<file path="config.mk">
export PLATFORM = sky130hd
export DESIGN_NAME = score_cmd_gen_flat
export DESIGN_NICKNAME = d
export VERILOG_FILES = /design/src/rtl/score_cmd_gen_if.sv /design/src/rtl/score_cmd_gen.sv /design/src/flat_wrapper.sv
export SDC_FILE = /design/constraint.sdc
export NUM_CORES = 1
export LEC_CHECK = 0
export CAP_MARGIN = 40
export CORE_ASPECT_RATIO = 1.2
export CORE_UTILIZATION = 59
export DETAILED_ROUTE_END_ITERATION = 10
export PLACE_DENSITY = 0.81
export SKIP_CTS_REPAIR_TIMING = 1
export SLEW_MARGIN = 20
export SYNTH_ARGS = -nofsm -noshare
export SYNTH_HDL_FRONTEND = slang
export SYNTH_SLANG_ARGS = --single-unit
</file>
<file path="constraint.sdc">
create_clock -name clk -period 2.3 [get_ports clk]
set_clock_uncertainty 0.2 [all_clocks]
set_input_delay 0.46 -clock clk [delete_from_list [all_inputs] [get_ports clk]]
set_output_delay 0.46 -clock clk [all_outputs]
set_load 0.1 [all_outputs]
</file>
<file path="src/rtl/score_cmd_gen_if.sv">
`default_nettype none
// +------------------------------------------------------------------+
// | Interface   : score_cmd_gen_if                                   |
// | Description : Raw push-button inputs, single-cycle counter       |
// |               commands and debounced button levels for           |
// |               score_cmd_gen.                                     |
// | Revision    : 1.0 - initial release                              |
// +------------------------------------------------------------------+
interface score_cmd_gen_if;
  logic       btn_up;
  logic       btn_dn;
  logic       btn_clr;
  logic       inc;
  logic       dec;
  logic       clr;
  logic [2:0] btn_lvl;

  // Button panel / stimulus side
  modport master (
    output btn_up, btn_dn, btn_clr,
    input  inc, dec, clr, btn_lvl
  );

  // Command generator side
  modport slave (
    input  btn_up, btn_dn, btn_clr,
    output inc, dec, clr, btn_lvl
  );
endinterface
`default_nettype wire

</file>
<file path="src/rtl/score_cmd_gen.sv">
`default_nettype none
// +------------------------------------------------------------------+
// | Module      : score_cmd_gen                                      |
// | Description : Synchronizes, debounces and arbitrates three raw   |
// |               push-buttons (up, down, clear) into one-cycle      |
// |               inc/dec/clr commands for the 2-digit BCD counter.  |
// |               Optional auto-repeat while a single direction      |
// |               button is held: define AUTO_REPEAT_EN.             |
// | Revision    : 1.0 - initial release                              |
// +------------------------------------------------------------------+
module score_cmd_gen #(
  parameter int DB_CYCLES    = 500000,
  parameter int REPEAT_DELAY = 25000000,
  parameter int REPEAT_RATE  = 5000000
) (
  input  wire logic         clk,
  input  wire logic         reset,
  score_cmd_gen_if.slave    bus
);

  localparam int CW = $clog2(DB_CYCLES) + 1;

  typedef enum logic [2:0] {
    ST_IDLE      = 3'd0,
    ST_UP_HELD   = 3'd1,
    ST_DN_HELD   = 3'd2,
    ST_CLR_HELD  = 3'd3,
    ST_BOTH_HELD = 3'd4
  } state_t;

  logic [2:0] w_raw;
  logic [2:0] r_sync1;
  logic [2:0] r_sync2;
  logic [2:0] w_stable;

  assign w_raw = {bus.btn_clr, bus.btn_dn, bus.btn_up};

  // Two-flop synchronizer for each raw button
  always_ff @(posedge clk) begin
    if (reset) begin
      r_sync1 <= 3'b000;
      r_sync2 <= 3'b000;
    end else begin
      r_sync1 <= w_raw;
      r_sync2 <= r_sync1;
    end
  end

  generate
    for (genvar gi = 0; gi < 3; gi++) begin : g_db
      logic [CW-1:0] r_cnt;
      logic          r_stb;

      // Accept a level change only after DB_CYCLES consecutive differing samples
      always_ff @(posedge clk) begin
        if (reset) begin
          r_cnt <= '0;
          r_stb <= 1'b0;
        end else if (r_sync2[gi] == r_stb) begin
          r_cnt <= '0;
        end else if (r_cnt == CW'(DB_CYCLES - 1)) begin
          r_stb <= r_sync2[gi];
          r_cnt <= '0;
        end else begin
          r_cnt <= r_cnt + 1'b1;
        end
      end

      assign w_stable[gi] = r_stb;
    end
  endgenerate

  logic w_u;
  logic w_d;
  logic w_c;
  logic w_none;

  assign w_u    = w_stable[0];
  assign w_d    = w_stable[1];
  assign w_c    = w_stable[2];
  assign w_none = ~|w_stable;

  state_t r_state;
  state_t w_state_nxt;
  logic   r_inc, r_dec, r_clr;
  logic   w_inc_nxt, w_dec_nxt, w_clr_nxt;
  logic   w_rep_fire;

`ifdef AUTO_REPEAT_EN
  localparam int RMAX = (REPEAT_DELAY > REPEAT_RATE) ? REPEAT_DELAY : REPEAT_RATE;
  localparam int RW   = $clog2(RMAX) + 1;

  logic [RW-1:0] r_rep;
  logic          r_rep_first;
  logic [RW-1:0] w_rep_target;
  logic          w_only_owner;

  // Repeat timing only runs while the owning button is the only one held;
  // the entry edge is seen from IDLE, so counting starts fresh there.
  assign w_only_owner = ((r_state == ST_UP_HELD) && w_u && !w_d && !w_c) ||
                        ((r_state == ST_DN_HELD) && w_d && !w_u && !w_c);
  assign w_rep_target = r_rep_first ? RW'(REPEAT_DELAY - 1) : RW'(REPEAT_RATE - 1);
  assign w_rep_fire   = w_only_owner && (r_rep == w_rep_target);

  // Repeat counter: first interval REPEAT_DELAY, then REPEAT_RATE
  always_ff @(posedge clk) begin
    if (reset || !w_only_owner) begin
      r_rep       <= '0;
      r_rep_first <= 1'b1;
    end else if (w_rep_fire) begin
      r_rep       <= '0;
      r_rep_first <= 1'b0;
    end else begin
      r_rep <= r_rep + 1'b1;
    end
  end
`else
  logic w_unused_repeat_cfg;

  assign w_rep_fire          = 1'b0;
  assign w_unused_repeat_cfg = (REPEAT_DELAY > 0) ^ (REPEAT_RATE > 0);
`endif

  // Press-tracking state and registered command pulses
  always_ff @(posedge clk) begin
    if (reset) begin
      r_state <= ST_IDLE;
      r_inc   <= 1'b0;
      r_dec   <= 1'b0;
      r_clr   <= 1'b0;
    end else begin
      r_state <= w_state_nxt;
      r_inc   <= w_inc_nxt;
      r_dec   <= w_dec_nxt;
      r_clr   <= w_clr_nxt;
    end
  end

  // Next state and pulse selection; clear always wins and at most one pulse is raised.
  // A held state is only entered with clr low, so clr seen high there is a fresh press.
  always_comb begin
    w_state_nxt = r_state;
    w_inc_nxt   = 1'b0;
    w_dec_nxt   = 1'b0;
    w_clr_nxt   = 1'b0;
    case (r_state)
      ST_IDLE: begin
        if (w_c) begin
          w_state_nxt = ST_CLR_HELD;
          w_clr_nxt   = 1'b1;
        end else if (w_u && w_d) begin
          w_state_nxt = ST_BOTH_HELD;
        end else if (w_u) begin
          w_state_nxt = ST_UP_HELD;
          w_inc_nxt   = 1'b1;
        end else if (w_d) begin
          w_state_nxt = ST_DN_HELD;
          w_dec_nxt   = 1'b1;
        end
      end
      ST_UP_HELD, ST_DN_HELD, ST_BOTH_HELD: begin
        if (w_c) begin
          w_state_nxt = ST_CLR_HELD;
          w_clr_nxt   = 1'b1;
        end else if (w_none) begin
          w_state_nxt = ST_IDLE;
        end else if (w_rep_fire) begin
          if (r_state == ST_UP_HELD) begin
            w_inc_nxt = 1'b1;
          end else begin
            w_dec_nxt = 1'b1;
          end
        end
      end
      ST_CLR_HELD: begin
        if (w_none) begin
          w_state_nxt = ST_IDLE;
        end
      end
      default: begin
        w_state_nxt = ST_IDLE;
      end
    endcase
  end

  assign bus.inc     = r_inc;
  assign bus.dec     = r_dec;
  assign bus.clr     = r_clr;
  assign bus.btn_lvl = w_stable;

endmodule
`default_nettype wire

</file>
<file path="src/flat_wrapper.sv">
// flat-port wrapper written by rule: the top's interface ports become plain ports
module score_cmd_gen_flat 
#(
  parameter int DB_CYCLES    = 500000,
  parameter int REPEAT_DELAY = 25000000,
  parameter int REPEAT_RATE  = 5000000
)
  (clk, reset, bus_btn_up, bus_btn_dn, bus_btn_clr, bus_inc, bus_dec, bus_clr, bus_btn_lvl);
  score_cmd_gen_if bus_i ();
  input  wire logic clk;
  input  wire logic reset;
  input wire logic [$bits(bus_i.btn_up)-1:0] bus_btn_up;
  input wire logic [$bits(bus_i.btn_dn)-1:0] bus_btn_dn;
  input wire logic [$bits(bus_i.btn_clr)-1:0] bus_btn_clr;
  output wire logic [$bits(bus_i.inc)-1:0] bus_inc;
  output wire logic [$bits(bus_i.dec)-1:0] bus_dec;
  output wire logic [$bits(bus_i.clr)-1:0] bus_clr;
  output wire logic [$bits(bus_i.btn_lvl)-1:0] bus_btn_lvl;
  assign bus_i.btn_up = bus_btn_up;
  assign bus_i.btn_dn = bus_btn_dn;
  assign bus_i.btn_clr = bus_btn_clr;
  assign bus_inc = bus_i.inc;
  assign bus_dec = bus_i.dec;
  assign bus_clr = bus_i.clr;
  assign bus_btn_lvl = bus_i.btn_lvl;
  score_cmd_gen #(.DB_CYCLES(DB_CYCLES), .REPEAT_DELAY(REPEAT_DELAY), .REPEAT_RATE(REPEAT_RATE)) u_core (.clk(clk), .reset(reset), .bus(bus_i));
endmodule
</file>
-- After elaboration in Yosys (flattened, before gate mapping)
Cells that the tools add are included.
- logic and storage cells: 55
- memories: 0
- output and inout port bits: 6
- register bits after elaboration: 75
- bits in latches: 0
- RAM bits: 0
- bits of input ports: 5
- bits in read-only memories: 0
- $lt $le $gt $ge: 0
- multiplexer cells: 10
- equality and inequality tests: 11
- div/mod/pow operators: 0
- add/sub/neg operators: 3
- bitwise operators: 5
- shift operators: 0
- multipliers: 0
- reductions and logical operators: 14
- operator list (cell ; count):
    $add A20 B1 Y20 const B ; 3
    $eq A20 B19 Y1 const B ; 3
    $mux W3 ; 6
    $reduce_or A3 Y1 ; 5
    $pmux W3 S3 ; 1
    $reduce_or A4 Y1 ; 2
    $eq A3 B2 Y1 const B ; 2
    $reduce_and A2 Y1 ; 3
    $ne A5 B1 Y1 const B ; 1
    $not A1 Y1 ; 5
    $reduce_or A5 Y1 ; 1
    $eq A1 B1 Y1 ; 3
    $eq A3 B1 Y1 const B ; 1
    $eq A3 B3 Y1 const B ; 1
    $logic_not A3 Y1 ; 1
    $mux W1 ; 3
    $reduce_or A2 Y1 ; 1
    $logic_and A1 B1 Y1 ; 1

-- Longest topological paths before layout
- depth in word-level cells: 5
- depth in mapped cells: 6
- mapped depth without buffers: 5

-- Least setup slack after synthesis
No wires, ideal clock.
- path kind: register to register
- from: reg u_core.g_db[1].r_cnt[0]
- to: reg u_core.g_db[1].r_cnt[12]
- slack: 0.314 ns
- clock period less this slack: 1.986 ns
- cell stages (with the launch flop): 7
- setup time: 0.115 ns
- arrival time: 1.671 ns
- cells stage by stage: dfxtp_1 > ha_1 > nand4_1 > or4_4 > o21ai_4 > buf_6 > nor2_1
- longest elaborated chain between the ends: 2
- elaborated cells between the ends (all ways): 3
- classes of those cells: add/sub: 1; eq/ne: 1; reduce/logical: 1
- ends and longest elaborated chain (item ; RTL line ; source):
    start: declaration ; score_cmd_gen.sv:51 ; logic [CW-1:0] r_cnt;
    start signal: assignment ; score_cmd_gen.sv:65 ; r_cnt <= r_cnt + 1'b1;
    parallel branches: the longest is 2 deep, another holds $add A20 B1 Y20 ; -- ;
Several ways; the timed one is not identified.
A chain may end at the register's enable or synchronous reset.

-- Final worst setup path
- from: reg u_core.g_db[2].r_cnt[0]
- to: reg u_core.g_db[2].r_cnt[18]
- longest elaborated chain between the ends: 2
- elaborated cells between the ends (all ways): 3
- classes of those cells: add/sub: 1; eq/ne: 1; reduce/logical: 1
- ends and longest elaborated chain (item ; RTL line):
    start: declaration ; score_cmd_gen.sv:51
    start signal: assignment ; score_cmd_gen.sv:65
    parallel branches: the longest is 2 deep, another holds $add A20 B1 Y20 ; --
Several ways; the timed one is not identified.

==> impl_metrics.csv <==
group,metric,value,unit
clock_network,cts_buffer_depth,2,
clock_network,cts_tree,"built",
setup_path,cp-start-kind,"flop",
global_route,grt_max_degree,20,
route,vias,2679,
global_route,gr-usage-all-layers,23.2,%
floorplanning,dieArea,0.00605,mm2
placement,place_hpwl,4360,um
sta,tightest_slew,0.716,ns
synth,syn_nets,387,
route,drtIter0Drc,118,
synth,synth_cell_types,43,
synth,synthFlopType,"dfxtp_1",
route,drt_drc_violations_left,0,
clock_network,clockRootBuffer,"clkbuf_8",
outcome,status,"finished clean",
synth,synth_warnings,0,
power,p_leak,1.22,nW
clock_network,path_clk_slew,0.08,ns
global_route,globalRouteOverflowTotal,0,
global_route,grt_pass1_wl,11000,um
sta,final-hold-violation-count,0,
clock_network,clkSinkCount,75,
min_path,hold_path_class,"reg2reg",
setup_path,path_buf_inv,0,
route,wirelength,6300,um
synth,syn_avg_cell_area,8.93,um2
synth,synth_area_leaders,"dfxtp_1 (44%), xnor2_1 (7.5%), nor2_1 (7.0%)",
synth,ys_top_cells_by_count,"dfxtp_1 (75), nor2_1 (63), xnor2_1 (29)",
floorplanning,core-area,0.00541,mm2
floorplanning,die-width,71.2,um
floorplanning,num_rows,29,
power,powerDensity,677,mW/mm2
synth,synth-async-reset-ratio,0,%
floorplanning,io_pins,11,
setup_path,critPathMaxStageDelay,0.56,ns
route,ant_nets,0,
synth,yosysTopAreaCellShare,44.3,%
setup_path,worst-endpoint-arrival,2.19,ns
floorplanning,die_y,85.0,um
setup_path,cp-end-kind,"flop",
setup_path,crit_fanout,5,
finish,nFillCells,407,
route,wire_per_inst,13.7,um
finish,multi_input_area,0.00176,mm2
placement,portBuffers,10,
route,viasPerCell,5.82,
synth,synthMostInstantiatedCell,"dfxtp_1",
clock_network,htree_num_levels,3,
synth,syn_area,0.00339,mm2
clock_network,clk_latency,0.36,ns
sta,timing.final.max_slew_violations,0,
job,maxCapViolCount,0,
route,dr.pass1.iters,4,
power,power,2.59,mW
global_route,grt_pass1_vias,2577,
setup_path,path_cells,"ha_1 -> nand4_2 -> or4_1 -> or3_1 -> a21oi_1",
global_route,antenna_found_initial,0,
sta,max-slew-margin-rel,52.3,%
finish,diodes,0,
clock_network,cts_buffers,9,
finish,nets,401,
setup_path,worstSetupPathType,"reg2reg",
finish,register_area,0.00150,mm2
setup_path,cpMaxStageDelayCell,"or4_1",
setup_path,crit_family,"simple AND/OR/NAND/NOR gates",
finish,drive_above_1_share,9.80,%
setup_path,crit_required,2.39,ns
synth,synth_edf_count,0,
sta,period_share,91.1,%
sta,grt_setup_unrepaired,"no",
synth,synthCells,379,
synth,synth-seq-cells,75,
finish,area_growth,12.9,%
sta,fin_crit,2.10,ns
sta,timing.setup.tns,0,ns
synth,yosysTopAreaCell,"dfxtp_1",
sta,max_freq,477,MHz
placement,gp_congestion,0.781,
floorplanning,start_util,62.6,%
sta,finalSetupViolCount,0,
power,vdd_drop_max,0.397,mV
synth,synth-seq-area-share,44.3,%
[metrics by stage]
step,hold slack [ns],setup slack (ns),util (%),area (um2),std cells
2_1_floorplan,0.214,0.314,-,3390,379
3_3_place_gp,0.217,0.232,66.1,3570,444
3_5_place_dp,0.234,0.186,66.1,3570,444
4_1_cts,0.251,0.185,70.7,3820,460
5_1_grt,0.262,0.0216,70.7,3820,460
6_report,0.248,0.204,70.7,3820,460
[placed cells by master (no fill, tap or decap), types with 2 or more instances in the layout]
cell type	instances
buf_12	4
nand3_1	22
inv_6	2
and4_1	7
mux2i_1	2
ha_1	3
clkdlybuf4s50_1	4
nand2b_1	3
nand4bb_1	3
and3_1	4
bufinv_16	3
dfxtp_1	75
clkbuf_8	10
nand2_1	19
nand4_1	13
o31ai_1	2
inv_1	12
xor2_1	17
nand3b_1	2
nor2b_1	8
nor4b_1	5
a21oi_1	12
nor2_1	63
nor4_1	8
nand4_2	2
o21bai_1	3
xnor2_1	29
o21ai_0	12
nand4_4	2
or4_1	7
nor3_1	15
o41ai_1	2
buf_4	9
or3_1	3
[routing by layer]
layer / up-vias / global-route usage [%] / part of all wire [%]
met5: - / 0 / 0
met4: 0 / 10.9 / 2.3
met3: 13 / 7.48 / 3.2
met2: 45 / 40.7 / 53
met1: 1262 / 25.2 / 42
li1: 1359 / - / -
[cell families (layout without fill, tap and decap cells)]
logic type               after synthesis  in the layout  synth area share (%)
AND/OR/NAND/NOR                      190            190                  31.5
flip-flops                            75             75                  44.3
XOR/XNOR                              46             46                  11.9
AO/OA/AOI/OAI                         36             36                  6.65
buffers and inverters                 26             45                  3.62
adder cells (fa/ha/maj)                4              4                  1.40
multiplexers                           2              2                 0.591
[power by group]
group / internal [mW] / switching (mW) / total (mW)
combinational: 0.0171 / 0.0179 / 0.0350
clock: 0.758 / 0.487 / 1.25
sequential: 1.30 / 0.00365 / 1.31
[area by class of cell]
| type | count | area share (%) |
|---|---|---|
| clock inverter | 5 | 2.82 |
| multi-input combinational | 278 | 46.1 |
| clock buffer | 11 | 3.70 |
| tap | 62 | 2.03 |
| sequential | 75 | 39.3 |
| inverter | 12 | 1.18 |
| timing repair buffer | 17 | 4.91 |
[worst reg2reg max path, delay by kind of cell, from the launching register on]
| kind | cells | cell delay, ns |
|---|---|---|
| AOI/OAI and AO/OA | 1 | 0.13 |
| adders and majority gates | 1 | 0.26 |
| DFF | 1 | 0.38 |
| and+or+nand+nor | 3 | 1.06 |
[registers in the layout (all words and copies together), names as in the netlist]
name and flops:
u_core.bus.clr 1, u_core.bus.dec 1, u_core.bus.inc 1, u_core.g_db.r_cnt 60
u_core.g_db.r_stb 3, u_core.r_state 3, u_core.r_sync1 3, u_core.r_sync2 3
[final timing paths]
check | from | end | slack (ns) | depth (start not counted)
max | u_core.g_db[2].r_cnt[0]$_SDFF_PP0_ | u_core.g_db[2].r_cnt[18]$_SDFF_PP0_ | 0.20 | 5
min | u_core.r_sync1[2]$_SDFF_PP0_ | u_core.r_sync2[2]$_SDFF_PP0_ | 0.25 | 1
max reg2reg | u_core.g_db[2].r_cnt[0]$_SDFF_PP0_ | u_core.g_db[2].r_cnt[18]$_SDFF_PP0_ | 0.20 | 5
min reg2reg | u_core.r_sync1[2]$_SDFF_PP0_ | u_core.r_sync2[2]$_SDFF_PP0_ | 0.25 | 1
No activity file was read; power rests on OpenSTA's default activity.
